### src/rtl/instr_fetch_queue.sv
// rtl/instr_fetch_queue.sv - sequential instruction fetch with a PC-tagged FIFO and redirect flush
// Slots are reserved at request time so a returning word always finds room in the FIFO.
module instr_fetch_queue #(
   parameter int                DEPTH    = 4,
   parameter int                ADDR_W   = 32,
   parameter int                DATA_W   = 32,
   parameter logic [ADDR_W-1:0] RESET_PC = '0
) (
   input  logic              clk_i,
   input  logic              rst_i,
   output logic              mem_req_o,
   output logic [ADDR_W-1:0] mem_addr_o,
   input  logic              mem_gnt_i,
   input  logic              mem_rvalid_i,
   input  logic [DATA_W-1:0] mem_rdata_i,
   input  logic              redirect_i,
   input  logic [ADDR_W-1:0] redirect_pc_i,
   output logic              instr_valid_o,
   input  logic              instr_ready_i,
   output logic [DATA_W-1:0] instr_o,
   output logic [ADDR_W-1:0] instr_pc_o
);
   localparam int                PW         = $clog2(DEPTH);
   localparam int                CW         = PW + 1;
   localparam logic [CW:0]       DEPTH_C    = (CW+1)'(DEPTH);
   localparam logic [ADDR_W-1:0] WORD_C     = ADDR_W'(4);
   localparam logic [ADDR_W-1:0] ALIGN_MASK = ~ADDR_W'(3);

   logic [ADDR_W-1:0] fetch_pc_q, fetch_pc_d;
   logic [ADDR_W-1:0] resp_pc_q, resp_pc_d;
   logic [CW-1:0]     cnt_q, cnt_d;
   logic [CW-1:0]     outst_q, outst_d;
   logic [CW-1:0]     drop_q, drop_d;
   logic [PW-1:0]     rd_ptr_q, rd_ptr_d;
   logic [PW-1:0]     wr_ptr_q, wr_ptr_d;
   logic              boot_q;
   logic [DATA_W-1:0] data_q [DEPTH];
   logic [ADDR_W-1:0] pc_q   [DEPTH];

   logic              grant;
   logic              push;
   logic              pop;
   logic              rv_live;
   logic [CW:0]       inflight;

   assign inflight      = {1'b0, cnt_q} + {1'b0, outst_q};
   assign mem_req_o     = !rst_i && !boot_q && !redirect_i && (inflight < DEPTH_C);
   assign mem_addr_o    = fetch_pc_q;
   assign grant         = mem_req_o && mem_gnt_i;

   assign instr_valid_o = !rst_i && (cnt_q != '0);
   assign instr_o       = instr_valid_o ? data_q[rd_ptr_q] : '0;
   assign instr_pc_o    = instr_valid_o ? pc_q[rd_ptr_q]   : '0;

   // A response with nothing pending or being dropped is a protocol error and is ignored.
   assign rv_live       = mem_rvalid_i && ((drop_q != '0) || (outst_q != '0));
   assign push          = mem_rvalid_i && !redirect_i && (drop_q == '0) && (outst_q != '0);
   assign pop           = instr_valid_o && instr_ready_i && !redirect_i;

   always_comb begin
      fetch_pc_d = fetch_pc_q;
      resp_pc_d  = resp_pc_q;
      cnt_d      = cnt_q;
      outst_d    = outst_q;
      drop_d     = drop_q;
      rd_ptr_d   = rd_ptr_q;
      wr_ptr_d   = wr_ptr_q;
      if (redirect_i) begin
         fetch_pc_d = redirect_pc_i & ALIGN_MASK;
         resp_pc_d  = redirect_pc_i & ALIGN_MASK;
         cnt_d      = '0;
         rd_ptr_d   = '0;
         wr_ptr_d   = '0;
         outst_d    = '0;
         drop_d     = drop_q + outst_q - CW'(rv_live);
      end else begin
         if (grant)
            fetch_pc_d = fetch_pc_q + WORD_C;
         if (mem_rvalid_i && (drop_q != '0))
            drop_d = drop_q - CW'(1);
         if (push) begin
            resp_pc_d = resp_pc_q + WORD_C;
            wr_ptr_d  = wr_ptr_q + PW'(1);
         end
         if (pop)
            rd_ptr_d = rd_ptr_q + PW'(1);
         cnt_d   = cnt_q + CW'(push) - CW'(pop);
         outst_d = outst_q + CW'(grant) - CW'(push);
      end
   end

   always_ff @(posedge clk_i) begin
      boot_q <= rst_i;
      if (rst_i) begin
         fetch_pc_q <= RESET_PC;
         resp_pc_q  <= RESET_PC;
         cnt_q      <= '0;
         outst_q    <= '0;
         drop_q     <= '0;
         rd_ptr_q   <= '0;
         wr_ptr_q   <= '0;
      end else begin
         fetch_pc_q <= fetch_pc_d;
         resp_pc_q  <= resp_pc_d;
         cnt_q      <= cnt_d;
         outst_q    <= outst_d;
         drop_q     <= drop_d;
         rd_ptr_q   <= rd_ptr_d;
         wr_ptr_q   <= wr_ptr_d;
      end
   end

   always_ff @(posedge clk_i) begin
      if (push && !rst_i) begin
         data_q[wr_ptr_q] <= mem_rdata_i;
         pc_q[wr_ptr_q]   <= resp_pc_q;
      end
   end
endmodule
### config.mk
export PLATFORM = sky130hd
export DESIGN_NAME = instr_fetch_queue
export DESIGN_NICKNAME = d
export VERILOG_FILES = /design/src/rtl/instr_fetch_queue.sv
export SDC_FILE = /design/constraint.sdc
export NUM_CORES = 1
export LEC_CHECK = 0
export BUFFER_PORTS_ARGS = -buffer_cell sky130_fd_sc_hd__buf_2
export CAP_MARGIN = 20
export CORE_MARGIN = 2
export CORE_UTILIZATION = 57
export CTS_CLUSTER_DIAMETER = 200
export DETAILED_ROUTE_END_ITERATION = 10
export GPL_TIMING_DRIVEN = 1
export PLACE_DENSITY_LB_ADDON = 0.05
export SLEW_MARGIN = 20
export SYNTH_ARGS = -nofsm -noshare
export SYNTH_HDL_FRONTEND = slang
export SYNTH_SLANG_ARGS = --single-unit
### constraint.sdc
create_clock -name clk_i -period 3.2 [get_ports clk_i]
set_input_delay 0.16 -clock clk_i [delete_from_list [all_inputs] [get_ports clk_i]]
set_output_delay 0.16 -clock clk_i [all_outputs]
set_load 0.05 [all_outputs]
==> Word level (Yosys, flattened, before mapping) <==
Memories as Yosys holds them, arrays and structs flattened. A register that Yosys moved wholly into a read port is not among the register bits.
Index checks and enable logic that the tools add are counted.
{ "op_classes": {"n_lt_le_gt_ge": 1, "add_sub_neg": 12, "n_mux": 14, "reduce_logical": 25} }
{ "ops": {"columns": ["cell", "n"], "rows": [
  ["32-bit 2-to-1 mux", 6],
  ["32-bit by 3-bit adder with 32-bit output (second input constant)", 2],
  ["1-bit logical AND", 13],
  ["3-bit nonzero test", 3],
  ["3-bit by 1-bit subtractor with 3-bit output", 3],
  ["2-bit 2-to-1 mux", 4],
  ["3-bit by 1-bit adder with 3-bit output", 2],
  ["3-bit 2-to-1 mux", 2],
  ["2-bit nonzero test", 3],
  ["2-bit by 1-bit adder with 2-bit output (second input constant)", 2],
  ["3-bit by 3-bit adder with 4-bit output", 1],
  ["4-bit by 3-bit < comparator with 1-bit output (second input constant)", 1],
  ["3-bit adder", 1],
  ["1-bit zero test", 3],
  ["3-bit zero test", 1],
  ["3-bit by 1-bit subtractor with 3-bit output (second input constant)", 1],
  ["1-bit 2-to-1 mux", 2],
  ["2-bit OR reduction", 1],
  ["1-bit logical OR", 1]
]} }
{ "totals": {"mem_bits_rw": 256, "ff_bits": 78, "elab_cells": 64, "mem_count": 2, "output_inout_bits": 98, "input_bits": 70} }
{ "memory_table": {"columns": ["name", "words", "width", "read_ports", "rd_clocked_by_memory_dff", "write_ports", "line", "rtl"], "rows": [
  ["data_q", 4, 32, 1, 1, 1, "37", "logic [DATA_W-1:0] data_q [DEPTH];"],
  ["pc_q", 4, 32, 1, 1, 1, "38", "logic [ADDR_W-1:0] pc_q [DEPTH];"]
]} }

==> Depth between registers and ports, before layout <==
{ "depth": {"word_depth": 7, "mapped_depth": 14, "ltp_nobuf": 13} }

==> Least setup slack after synthesis <==
No wires, ideal clock.
{ "synth_path": {"path_type": "register -> register", "start": "register drop_q[0]", "end": "memory data_q[0][0], enable pin", "required_time_ps": 2773, "setup_time_ps": 427, "arrival_ps": 2516, "setup_slack_ps": 257, "synth_period_minus_slack_ps": 2943, "path_buffers": 0, "path_stages_with_launch": 6, "cell_sequence": "dfxtp_1 -> inv_1 -> ha_1 -> nand3b_1 -> nor2_1 -> and3_1"} }
{ "synth_via": {"elab_chain_cells": 6} }
{ "synth_rtl": {"columns": ["item", "line", "rtl"], "rows": [
  ["start, declared", "33", "logic [CW-1:0] drop_q, drop_d;"],
  ["start signal, assigned", "107", "drop_q <= drop_d;"],
  ["3-bit zero test", "57", "assign push = mem_rvalid_i && !redirect_i && (drop_q == '0) && (outst_q != '0);"],
  ["1-bit logical AND (2 in series)", "57", null],
  ["1-bit logical AND", "114", "if (push && !rst_i) begin"],
  ["1-bit 2-to-1 mux", "114", null],
  ["1-bit 2-to-1 mux (implied by the code)", "115", "data_q[wr_ptr_q] <= mem_rdata_i;"],
  ["end, declared", "37", null]
]} }
Every way passes these cells.

==> Final worst setup path <==
{ "layout_path": {"start": "register drop_q[0]", "end": "register cnt_q[2]"} }
{ "layout_via": {"elab_chain_cells": 5} }
{ "layout_rtl": {"columns": ["item", "line", "rtl"], "rows": [
  ["3-bit zero test", "57", null],
  ["1-bit logical AND (2 in series)", "57", null],
  ["net push", "41", "logic push;"],
  ["3-bit by 1-bit adder with 3-bit output", "87", "cnt_d = cnt_q + CW'(push) - CW'(pop);"],
  ["3-bit by 1-bit subtractor with 3-bit output", "87", null],
  ["end signal, assigned", "105", "cnt_q <= cnt_d;"],
  ["end, declared", "31", "logic [CW-1:0] cnt_q, cnt_d;"]
]} }
The timed path passes the listed nets, and every way through them passes these cells.
A chain may end at the register's enable or synchronous reset.

==> impl_metrics.tcl <==
set metrics [dict create \
    power_frac_seq 0.519 \
    ioPinCount 168 \
    htree_num_levels 2 \
    synth.yosys.warnings 0 \
    ys_top_cells_by_area "sky130_fd_sc_hd__edfxtp_1 55%, sky130_fd_sc_hd__dfxtp_1 11%, sky130_fd_sc_hd__mux4_2 10%" \
    swShare 0.220 \
    drc_violation_count_after_routing 0 \
    clkPwrFrac 0.412 \
    layout_setup_ws_ns 0.513 \
    firstDrtPassIters 7 \
    area.sequential_sq_um 8970 \
    final_nets 1240 \
    min_clock_period_post_route_ns 2.69 \
    synthDominantCellAreaShare 0.546 \
    antenna_left 0 \
    cell_area_synth_sq_um 13600 \
    top_usage_layer_grt "met2" \
    num_antenna_cells 0 \
    areaGrowthSynthToFinish_pct 21.5 \
    dr_total_vias 8563 \
    worst_clock_skew_ns 0.0164 \
    power_report.internal_total_mw 7.06 \
    proportion_of_power_drawn_by_combinational_gates 0.069 \
    clock_latency_ns 0.50 \
    timing.critical_path.cells "inv_1 -> ha_1 -> nand3b_1 -> nor3_1 -> inv_1 -> ha_1 -> inv_1 -> ha_1 -> inv_1 -> fa_1 -> xor2_1 -> xnor2_1 -> nor2_1" \
    synth_edf_count 248 \
    antenna_violations_before_repair 0 \
    drive_above_1_share 0.268 \
    grt_use_met2 0.392 \
    cp_common_cell "sky130_fd_sc_hd__inv_1" \
    peakVddDrop_mv 0.331 \
    die_height_um 159 \
    port_buffers 161 \
    tritoncts "built" \
    cts_made_buffers 34 \
    max_cap_viol_count 0 \
    final.period_utilization 0.840 \
    final_number_of_hold_violating_endpoints 0 \
    cts_setup_buffers 0 \
    rows 56 \
    grt-ovfl-total 0 \
    unrepaired_setup_endpoints_after_global_routing "no" \
    post_syn_instances 918 \
    met1_track_usage_gr 0.330 \
    final-max-slew-violation-count 0 \
    run_status "completed" \
    worst-endpoint-required_ns 3.58 \
    worst_hold_path_type "input port to flip-flop" \
    first_global_vias 8465 \
    worst_slew_margin_rel 0.411 \
    timing.final.setup_violations 0 \
    multiInputGateArea_sq_um 4370 \
    dpl.hpwl_mm 18.0 \
    floorplan.die_area_sq_um 25200 \
    p_per_area_nw_per_um2 546 \
    floorplan.core_area_sq_um 23500 \
    fmaxAchievable_mhz 372 \
    critPathSlowestCell "sky130_fd_sc_hd__nor3_1" \
    finalWirelength_mm 28.9 \
    drt-initial-drc-count 587 \
    leakagePower_nw 5.91 \
    chipWidth_um 159 \
    clock_sinks 324 \
    via_density 5.74 \
    fillCellCount 1573 \
    worst-endpoint-arrival_ns 3.07 \
    worst_pin_slew_ns 0.875 \
    gr-usage-met3 0.0348 \
    routed_wire_length_per_instance_um 19.4 \
    fraction_of_registers_with_async_set_or_reset_after_synthesis 0 \
    gp_congestion 0.904 \
    critPathKind "flip-flop to flip-flop" \
    synth-seq-area-share 0.658 \
    critical_path_startpoint_category "flip-flop" \
    pin_count_of_the_biggest_net_entering_global_routing 63 \
    synth_area_per_cell_sq_um 14.9 \
    worst_path_largest_cell_delay_ns 0.39 \
    clk_pin_slew_ns 0.06 \
    yosysTopAreaCell "sky130_fd_sc_hd__edfxtp_1" \
    cp-end-kind "flip-flop" \
    timing.setup.tns_ns 0 \
    postSynth.topFlopCell "sky130_fd_sc_hd__edfxtp_1" \
    place_worst_setup_slack_ns 0.524 \
    p_switching_mw 1.99 \
    cts_root_buf "sky130_fd_sc_hd__clkbuf_16" \
    grt_use_total 0.235 \
    flip_flop_and_latch_count_after_synthesis 324 \
    ctsLongestPathBuffers 3 \
    critPathMaxFanout 5 \
    initial_utilization 0.581 \
    synth_cell_types 58 \
    first_pass_grt_wire_length_mm 45.3 \
]
## repair_timing
item                      in CTS  in global routing
hold endpoints to repair     169                  0
hold buffers                  55                  0
gates resized for setup        0                  0
## layout by cell type (no fill, tap or decap), types with 19 or more instances in the layout
cell type                       count
sky130_fd_sc_hd__mux4_2            62
sky130_fd_sc_hd__clkbuf_16         35
sky130_fd_sc_hd__and2_1            70
sky130_fd_sc_hd__nor2_1            47
sky130_fd_sc_hd__dfxtp_1           74
sky130_fd_sc_hd__dlygate4sd3_1     55
sky130_fd_sc_hd__nand3_1           20
sky130_fd_sc_hd__buf_4             19
sky130_fd_sc_hd__edfxtp_1         248
sky130_fd_sc_hd__nand2_1           48
sky130_fd_sc_hd__buf_2            161
sky130_fd_sc_hd__a21oi_1           21
sky130_fd_sc_hd__inv_1             26
sky130_fd_sc_hd__xnor2_1           30
## stage by stage
| step | util | instances | cell area [sq um] | total power, mW | hold slack (ns) |
|---|---|---|---|---|---|
| after floorplan | - | 921 | 13600 | 5.15 | 0.188 |
| after CTS | 0.706 | 1493 | 16600 | 9.10 | 0.00613 |
| final | 0.706 | 1493 | 16600 | 9.05 | 0.0146 |
| after global placement | 0.637 | 1378 | 15000 | 5.34 | 0.377 |
| after detailed placement | 0.637 | 1378 | 15000 | 5.35 | 0.376 |
| after global routing | 0.706 | 1493 | 16600 | 9.35 | 0.0357 |
## registers in the layout (all words and copies together) (netlist names), named ones only
| register | flops |
|---|---|
| mem_addr_o | 30 |
| wr_ptr_q | 2 |
| outst_q | 3 |
| cnt_q | 3 |
| data_q | 128 |
| boot_q | 1 |
| pc_q | 120 |
| rd_ptr_q | 2 |
| resp_pc_q | 30 |
| drop_q | 3 |
## power by group through the flow
stage | clock (mW) | sequential (mW) | combinational (mW)
floorplan | 0 | 4.83 | 0.322
global placement | 0 | 4.78 | 0.562
detailed placement | 0 | 4.78 | 0.569
CTS | 3.79 | 4.69 | 0.626
global route | 3.96 | 4.70 | 0.689
finish | 3.73 | 4.69 | 0.625
## worst max-delay path: cells and delay by family, from the launching register on
| kind | cells | cell delay [ns] |
|---|---|---|
| flip-flops | 1 | 0.29 |
| adder cells (fa/ha/maj) | 4 | 0.99 |
| XOR/XNOR | 2 | 0.31 |
| buffers and inverters | 4 | 0.32 |
| AND/OR/NAND/NOR | 3 | 0.66 |
## final timing paths
check | from | to | slack [ns] | cells after the start
worst max register to register | drop_q[0] | cnt_q[2] | 0.51 | 13
worst min-delay path | redirect_pc_i[30] | mem_addr_o[30] | 0.01 | 3
worst min register to register | mem_addr_o[21] | mem_addr_o[21] | 0.53 | 2
worst max-delay path | drop_q[0] | cnt_q[2] | 0.51 | 13
## logic make-up (layout without fill, tap and decap cells)
logic type,count (synthesis),after routing,synth area share
muxes,65,65,0.105
other,1,4,0.000275
and+or+nand+nor,280,280,0.113
AOI/OAI and AO/OA,109,109,0.0543
adders and majority gates,20,20,0.0200
xor gates and xnor gates,41,41,0.0263
DFF,324,324,0.658
buffers and inverters,78,331,0.0233
## layer usage
metal	vias up	wire, um
met1	4234	12800
li1	3979	-
met4	0	447
met2	312	13900
met3	38	1770
met5	-	0
## cell usage after synthesis (5+ instances only)
cell type / n
sky130_fd_sc_hd__xnor2_1: 30
sky130_fd_sc_hd__nor3_1: 18
sky130_fd_sc_hd__a21oi_1: 21
sky130_fd_sc_hd__o311ai_0: 5
sky130_fd_sc_hd__nand3_1: 20
sky130_fd_sc_hd__a21boi_0: 13
sky130_fd_sc_hd__edfxtp_1: 248
sky130_fd_sc_hd__clkbuf_1: 31
sky130_fd_sc_hd__buf_2: 8
sky130_fd_sc_hd__a31oi_1: 15
sky130_fd_sc_hd__dfxtp_1: 76
sky130_fd_sc_hd__nand4_1: 18
sky130_fd_sc_hd__mux4_2: 62
sky130_fd_sc_hd__ha_1: 17
sky130_fd_sc_hd__a211oi_1: 13
sky130_fd_sc_hd__nand2_1: 48
sky130_fd_sc_hd__buf_1: 7
sky130_fd_sc_hd__and3_1: 13
sky130_fd_sc_hd__xor2_1: 11
sky130_fd_sc_hd__inv_1: 26
sky130_fd_sc_hd__nor2_1: 48
sky130_fd_sc_hd__o21ai_0: 16
sky130_fd_sc_hd__and2_1: 70
sky130_fd_sc_hd__or3_1: 7
sky130_fd_sc_hd__nor4_1: 5
sky130_fd_sc_hd__and4_1: 7
## layout make-up
cell class,count,area share
clock buffers,46,0.0560
clock inverters,14,0.00748
inverters,28,0.00635
multi-input cells,519,0.264
flip-flops and latches,324,0.542
well taps,319,0.0241
repair buffers,243,0.100
No activity file was read; power rests on OpenSTA's default activity.
